**src/rtl/des_input_packer.sv**
```systemverilog
`default_nettype none
// ============================================================================
// Module      : des_input_packer
// Description : Packs a byte stream into 64-bit big-endian blocks and applies
//               PKCS#5 padding before handing each block to a triple-DES core.
// Revision    : 1.0 - initial release
// ============================================================================
module des_input_packer (
    input  logic        clk,
    input  logic        rst,
    input  logic [7:0]  byte_in,
    input  logic        byte_valid,
    output logic        byte_ready,
    input  logic        flush,
    input  logic        mode_in,
    output logic [63:0] input_data_block,
    output logic        encr_decr,
    output logic        enable,
    input  logic        done,
    output logic        busy
);

    typedef enum logic [1:0] {
        ST_FILL  = 2'd0,
        ST_PAD   = 2'd1,
        ST_ISSUE = 2'd2,
        ST_WAIT  = 2'd3
    } state_t;

    localparam logic [2:0] c_LAST_IDX = 3'd7;

    state_t      r_state;
    logic [2:0]  r_cnt;
    logic        w_in_fill;
    logic        w_byte_accept;
    logic        w_flush_accept;

    // Write one byte into the big-endian slot selected by idx.
    function automatic logic [63:0] f_insert(
        input logic [63:0] blk,
        input logic [2:0]  idx,
        input logic [7:0]  b
    );
        logic [63:0] res;
        res = blk;
        for (int i = 0; i < 8; i++) begin
            if (3'(i) == idx) begin
                res[63-8*i -: 8] = b;
            end
        end
        return res;
    endfunction

    // PKCS#5: every slot from n_held upward takes the value 8 - n_held.
    function automatic logic [63:0] f_pad(
        input logic [63:0] blk,
        input logic [2:0]  n_held
    );
        logic [63:0] res;
        logic [7:0]  pad_val;
        res     = blk;
        pad_val = 8'd8 - {5'd0, n_held};
        for (int i = 0; i < 8; i++) begin
            if (3'(i) >= n_held) begin
                res[63-8*i -: 8] = pad_val;
            end
        end
        return res;
    endfunction

    // A byte always wins over a simultaneous flush, so ready only drops for a lone flush.
    always_comb begin
        w_in_fill      = (r_state == ST_FILL);
        byte_ready     = ~rst & w_in_fill & ~(flush & ~byte_valid);
        w_byte_accept  = byte_valid & byte_ready;
        w_flush_accept = w_in_fill & flush & ~byte_valid;
    end

    always_ff @(posedge clk or posedge rst) begin
        if (rst) begin
            r_state          <= ST_FILL;
            r_cnt            <= 3'd0;
            input_data_block <= 64'd0;
            encr_decr        <= 1'b0;
            enable           <= 1'b0;
            busy             <= 1'b0;
        end else begin
            case (r_state)
                ST_FILL: begin
                    if (w_byte_accept) begin
                        input_data_block <= f_insert(input_data_block, r_cnt, byte_in);
                        r_cnt            <= r_cnt + 3'd1;
                        if (r_cnt == 3'd0) begin
                            encr_decr <= mode_in;
                        end
                        if (r_cnt == c_LAST_IDX) begin
                            r_state <= ST_ISSUE;
                            enable  <= 1'b1;
                            busy    <= 1'b1;
                        end
                    end else if (w_flush_accept) begin
                        r_state <= ST_PAD;
                    end
                end
                ST_PAD: begin
                    input_data_block <= f_pad(input_data_block, r_cnt);
                    r_cnt            <= 3'd0;
                    r_state          <= ST_ISSUE;
                    enable           <= 1'b1;
                    busy             <= 1'b1;
                end
                ST_ISSUE: begin
                    r_state <= ST_WAIT;
                end
                ST_WAIT: begin
                    if (done) begin
                        r_state <= ST_FILL;
                        enable  <= 1'b0;
                        busy    <= 1'b0;
                    end
                end
                default: begin
                    r_state <= ST_FILL;
                    r_cnt   <= 3'd0;
                    enable  <= 1'b0;
                    busy    <= 1'b0;
                end
            endcase
        end
    end

endmodule
`default_nettype wire

```
**config.mk**
```make
export PLATFORM = sky130hd
export DESIGN_NAME = des_input_packer
export DESIGN_NICKNAME = d
export VERILOG_FILES = /design/src/rtl/des_input_packer.sv
export SDC_FILE = /design/constraint.sdc
export NUM_CORES = 1
export LEC_CHECK = 0
export ABC_AREA = 1
export BUFFER_PORTS_ARGS = -buffer_cell sky130_fd_sc_hd__buf_4
export CAP_MARGIN = 20
export CORE_UTILIZATION = 45
export DETAILED_ROUTE_END_ITERATION = 12
export PLACE_DENSITY = 0.8
export SYNTH_ARGS = -nofsm -noshare
export SYNTH_HDL_FRONTEND = slang
export SYNTH_SLANG_ARGS = --single-unit
```
**constraint.sdc**
```tcl
create_clock -name clk -period 6.6 [get_ports clk]
set_input_delay 0.66 -clock clk [delete_from_list [all_inputs] [get_ports clk]]
set_output_delay 0.66 -clock clk [all_outputs]
set_load 0.05 [all_outputs]
```
Yosys cells after proc, flatten, opt, wreduce, memory -nomap -nowiden
Index checks and enable logic that the tools add are counted.
W data, S select, Z words.
{"block": "totals", "word_cells": 108, "reg_bits": 71, "input_bits": 14}
{"block": "classes", "n_reduce_logical": 16, "addsub": 2, "eq_ne": 32, "bitwise_logic": 9, "magnitude_cmp": 8, "muxes": 29}
{"cell": "$mux W8", "count": 16}
{"cell": "$pmux W64 S2", "count": 1}
{"cell": "$mux W64", "count": 1}
{"cell": "$reduce_and A4 Y1", "count": 9}
{"cell": "$ne A2 B1 Y1 const B", "count": 10}
{"cell": "$ne A2 B2 Y1 const B", "count": 9}
{"cell": "$eq A3 B3 Y1 const A", "count": 4}
{"cell": "$ge A3 B3 Y1 const A", "count": 4}
{"cell": "$mux W2", "count": 4}
{"cell": "$pmux W2 S4", "count": 1}
{"cell": "$and A1 B1 Y1", "count": 6}
{"cell": "$eq A2 B3 Y1 const A", "count": 2}
{"cell": "$ge A1 B3 Y1 const A", "count": 2}
{"cell": "$ge A2 B3 Y1 const A", "count": 2}
{"cell": "$pmux W3 S2", "count": 1}
{"cell": "$reduce_and A3 Y1", "count": 2}
{"cell": "$sub A4 B3 Y5 const A", "count": 1}
{"cell": "$eq A2 B2 Y1 const B", "count": 2}
{"cell": "$add A3 B1 Y3 const B", "count": 1}
{"cell": "$eq A1 B3 Y1 const A", "count": 1}
{"cell": "$eq A3 B3 Y1 const B", "count": 1}
{"cell": "$logic_not A3 Y1", "count": 1}
{"cell": "$mux W1", "count": 3}
{"cell": "$mux W3", "count": 1}
{"cell": "9 further kinds", "count": 11}

Longest topological paths before layout
{"block": "logic_depth", "ltp_word": 7, "depth_mapped": 10, "mapped_depth_nobuf": 8}

Worst setup path after synthesis
Ideal clock, no wire load.
{"block": "synth_path", "path_type": "input port to flip-flop", "from": "input rst", "to": "register input_data_block[40]", "setup_ps": 119, "stages": 7, "arrival_ps": 3496, "required_time_ps": 6481, "path_slack_ps": 2985, "path_cell_list": "inv_1 nand3_1 o21ai_4 buf_4 nand2_1 nand2_1 nand2_1"}
{"block": "synth_via", "elab_chain_cells": 6}
{"item": "start: declaration", "line": "10", "rtl": "input logic rst,"}
{"item": "$not A1 Y1", "line": "74", "rtl": "byte_ready = ~rst & w_in_fill & ~(flush & ~byte_valid);"}
{"item": "$and A1 B1 Y1 (2 in a row)", "line": "74"}
{"item": "$and A1 B1 Y1", "line": "75", "rtl": "w_byte_accept = byte_valid & byte_ready;"}
{"item": "$ne A2 B1 Y1 (no line)"}
{"item": "$reduce_and A4 Y1 (no line)"}
{"item": "end signal: assignment", "line": "91", "rtl": "input_data_block <= f_insert(input_data_block, r_cnt, byte_in);"}
{"item": "end signal: assignment", "line": "106", "rtl": "input_data_block <= f_pad(input_data_block, r_cnt);"}
{"item": "end: declaration", "line": "16", "rtl": "output logic [63:0] input_data_block,"}
Every way passes these cells.
A chain may end at the register's enable or synchronous reset.

Worst setup path in the final report
{"block": "layout_path", "from": "register r_state[1]", "to": "register input_data_block[48]"}
{"block": "layout_via", "elab_chain_cells": 6}
{"item": "start: declaration", "line": "32", "rtl": "state_t r_state;"}
{"item": "start signal: assignment", "line": "81", "rtl": "r_state <= ST_FILL;"}
{"item": "start signal: assignment", "line": "97", "rtl": "r_state <= ST_ISSUE;"}
{"item": "start signal: assignment", "line": "102", "rtl": "r_state <= ST_PAD;"}
{"item": "$logic_not A2 Y1", "line": "73, 88"}
{"item": "$and A1 B1 Y1 (2 in a row)", "line": "74"}
{"item": "$and A1 B1 Y1", "line": "75"}
{"item": "$ne A2 B1 Y1 (no line)"}
{"item": "$reduce_and A4 Y1 (no line)"}
Several ways; a longest one is shown, not always the timed one.

==> summary by stage <==
Status
The run finished with clean final reports.

STA
Setup violations remaining at the end of the flow were counted as 0. The final-layout setup total negative slack is 0 ns. Setup repair after global routing left no endpoint under its margin. The maximum operating frequency is just under 400 MHz. After layout, the minimum clock period comes to 2.54 ns.

The slew at the pin closest to its max-slew limit is 0.897 ns. Headroom to the max-slew limit came out at between 40% and 50%. The number of hold violations in the final report is 0. The clock arrives with about 0.0065 ns of skew. The max-slew violation count came to 0. The worst path uses between 30 and 40% of the clock period.

Global routing
The total routing resource utilization after global routing is about 23%. The total overflow left after global routing is 0. The initial antenna violation count is 0. The via count of the first global-routing pass is ~2700. The global-route wire length before repair is between 10000 and 15000 um. The pin count of the biggest net entering global routing is between 70 and 80.

Clock tree
The number of buffers on the longest clock path is 2. The number of buffers created by CTS is 9. TritonCTS built the clock tree. The number of clock sinks is a little over 70. In this run the clock root is driven by a sky130_fd_sc_hd__clkbuf_8. The clock-pin slew reported for the worst setup and hold paths after clock tree synthesis is 0.08 ns.

The number of setup buffers added after CTS is 0. The quantity of gates resized following cts is 0. The count of hold buffers inserted by post-cts repair is 0. In this run the number of H-tree levels came out at 3. The worst-skew pair later-pin latency is 0.35 ns.

Worst setup path
The startpoint type of the worst setup path is a flop. The cell count of the worst reg-to-reg path is 8. The setup path with the least slack is of type reg -> reg.

For the worst setup path, the data required time is a little under 7 ns. The maximum net fanout on the critical path is 31. In this run the register-to-register setup slack is 4.06 ns.

The endpoint of the lowest-slack register-to-register path is input_data_block[48]. The startpoint of the most critical register-to-register path is r_state[1]. At the worst endpoint, the arrival time is ~2.8 ns.

The worst setup path is captured at a flop.

Synthesis
The synthesized design spends more area on one cell type than any other, namely sky130_fd_sc_hd__dfrtp_1. For this run, the register share of the synthesized area comes to a little under three fifths. The number of nets in the synthesized netlist is approximately 400. The combined area of all synthesized cells is about 3200 um2.

For this run, the number of Yosys warnings is 0. The average cell area after synthesis is between 8 and 9 um2. The flip-flop and latch count after synthesis is 71. The gate count after technology mapping is 376. After synthesis, the cell types taking the most area are sky130_fd_sc_hd__dfrtp_1, sky130_fd_sc_hd__nand2_1, sky130_fd_sc_hd__nand3_1. After synthesis, the largest area contributor takes up between 50% and 60% of total cell area. The unique cell type count in the Yosys netlist is 17.

Route
For this run, design rule violations remaining after detail routing come to 0. Once detail routing completed, the nets flagged for antenna violations numbered 0. In this run, the number of DRC markers left after iteration 0 of detailed routing was 200. The routed wire length is around 8000 um. The number of search-and-repair iterations in the first detailed-routing pass is 4. The detailed-route wire length per cell is 14.4 um. After detailed routing, the number of vias per cell comes to approximately 5.2. The count of vias placed by the detailed router is around 2900.

Floorplan
Pin placement for this block handled between 80 and 90 I/O pins. The effective utilization at floorplan is a little under half. After floorplanning, the core was divided into 30 placement rows. The die area is between 7000 and 8000 um2. The floorplan step set the die height to 86.0 um.

The floorplan step defined a core boundary enclosing between 6000 and 7000 um2. The die is approximately 86 um wide.

Placed design
The final weighted congestion of routability-driven global placement is roughly 0.9. After detailed placement, the total cell area comes to about 3900 um2. The number of placed instances with taps included is 542.

The port buffer count is 81. The total half-perimeter wirelength after legalization and detailed placement is roughly 5700 um.

Run
The number of max-capacitance violations reported is 0.

Min path
The path type of the worst min-delay path is reg -> reg. For hold timing, the worst endpoint is input_data_block[45]. The worst hold path was traced through 2 stages. The worst min-delay path startpoint is input_data_block[45].

Layout
Relative to the synthesized area, the layout overhead comes to 28.9%. The library cells used most frequently in the layout, excluding fill and tap cells, are sky130_fd_sc_hd__nand2_1, sky130_fd_sc_hd__buf_4, sky130_fd_sc_hd__dfrtp_1. The final-stage net count is 482. Summing all non-filler instances in the final layout gives an area of slightly above 4000 um2. The storage element area is around 1800 um2. The multi-input combinational cells in the finished layout cover a total of 1250 um2.

The post-route non-filler standard cell count is between 500 and 600. The fill cell instance count of the final layout is 592. The leading cell type in the layout, fill and taps excluded is sky130_fd_sc_hd__nand2_1. The share of post-route cells with drive strength above 1 is roughly 22%. The total inserted antenna cells is 0.
-- Yosys cell counts --
master,number
sky130_fd_sc_hd__nand4_1,8
sky130_fd_sc_hd__clkbuf_1,1
sky130_fd_sc_hd__nand2_2,1
sky130_fd_sc_hd__nand2_1,162
sky130_fd_sc_hd__nand3_1,52
sky130_fd_sc_hd__inv_1,21
sky130_fd_sc_hd__o21ai_0,8
sky130_fd_sc_hd__buf_4,2
sky130_fd_sc_hd__ha_1,11
sky130_fd_sc_hd__a21boi_1,1
sky130_fd_sc_hd__o21ai_4,1
sky130_fd_sc_hd__inv_2,2
sky130_fd_sc_hd__buf_2,10
sky130_fd_sc_hd__o21ai_1,19
sky130_fd_sc_hd__nor2_1,5
sky130_fd_sc_hd__and3_1,1
sky130_fd_sc_hd__dfrtp_1,71
-- layer usage --
layer  GRT usage (%)  wire length [um]
met5               0                 0
met4            14.1               191
met3            4.33               565
met2            37.3              3930
met1            28.4              3350
-- worst max-delay path: stages, from the launching register on --
cell and delay (ns):
sky130_fd_sc_hd__dfrtp_1 0.41, sky130_fd_sc_hd__inv_1 0.11, sky130_fd_sc_hd__ha_1 0.35, sky130_fd_sc_hd__inv_2 0.21, sky130_fd_sc_hd__o21ai_4 0.52, sky130_fd_sc_hd__buf_4 0.40, sky130_fd_sc_hd__nand2_1 0.24, sky130_fd_sc_hd__nand2_1 0.13
sky130_fd_sc_hd__nand2_1 0.06
-- area by class of cell --
cell class              count  area share, %
clock inverters             5           2.60
inverters                  23           2.11
well taps                  96           2.93
multi-input cells         269           30.4
repair buffers             83           15.2
clock buffers              10           3.36
flip-flops and latches     71           43.4
-- kinds of logic after synthesis --
kind of cell	share of synthesized area, %
fa+ha+maj	4.33
buf+inv	4.88
flops	55.9
compound gates	5.00
simple gates	29.9
-- through the flow --
step,hold WS (ns),utilization [%],setup slack (ns)
after detailed placement,0.460,56.7,4.11
after CTS,0.479,60.3,4.11
final,0.478,60.3,4.06
after global routing,0.496,60.3,3.84
after global placement,0.461,56.7,4.22
after floorplan,0.490,-,2.98
-- flip-flops by register name, summed over array words and instances, names as in the netlist --
name	count
encr_decr	1
busy	1
input_data_block	64
r_cnt	3
r_state	2
-- worst max path at each step --
stage | startpoint | end | slack, ns | cells past startpoint
finish | r_state[1] | input_data_block[48] | 4.06 | 8
CTS | r_state[0] | input_data_block[55] | 4.11 | 8
detailed placement | r_state[0] | input_data_block[55] | 4.11 | 8
floorplan | rst | input_data_block[40] | 2.98 | 7
global placement | r_state[0] | input_data_block[54] | 4.22 | 8
global route | r_state[0] | input_data_block[48] | 3.84 | 8
Power is left out: the tool's default activity adds up to more than one toggle a clock period on the data nets, which glitch-free logic cannot reach.
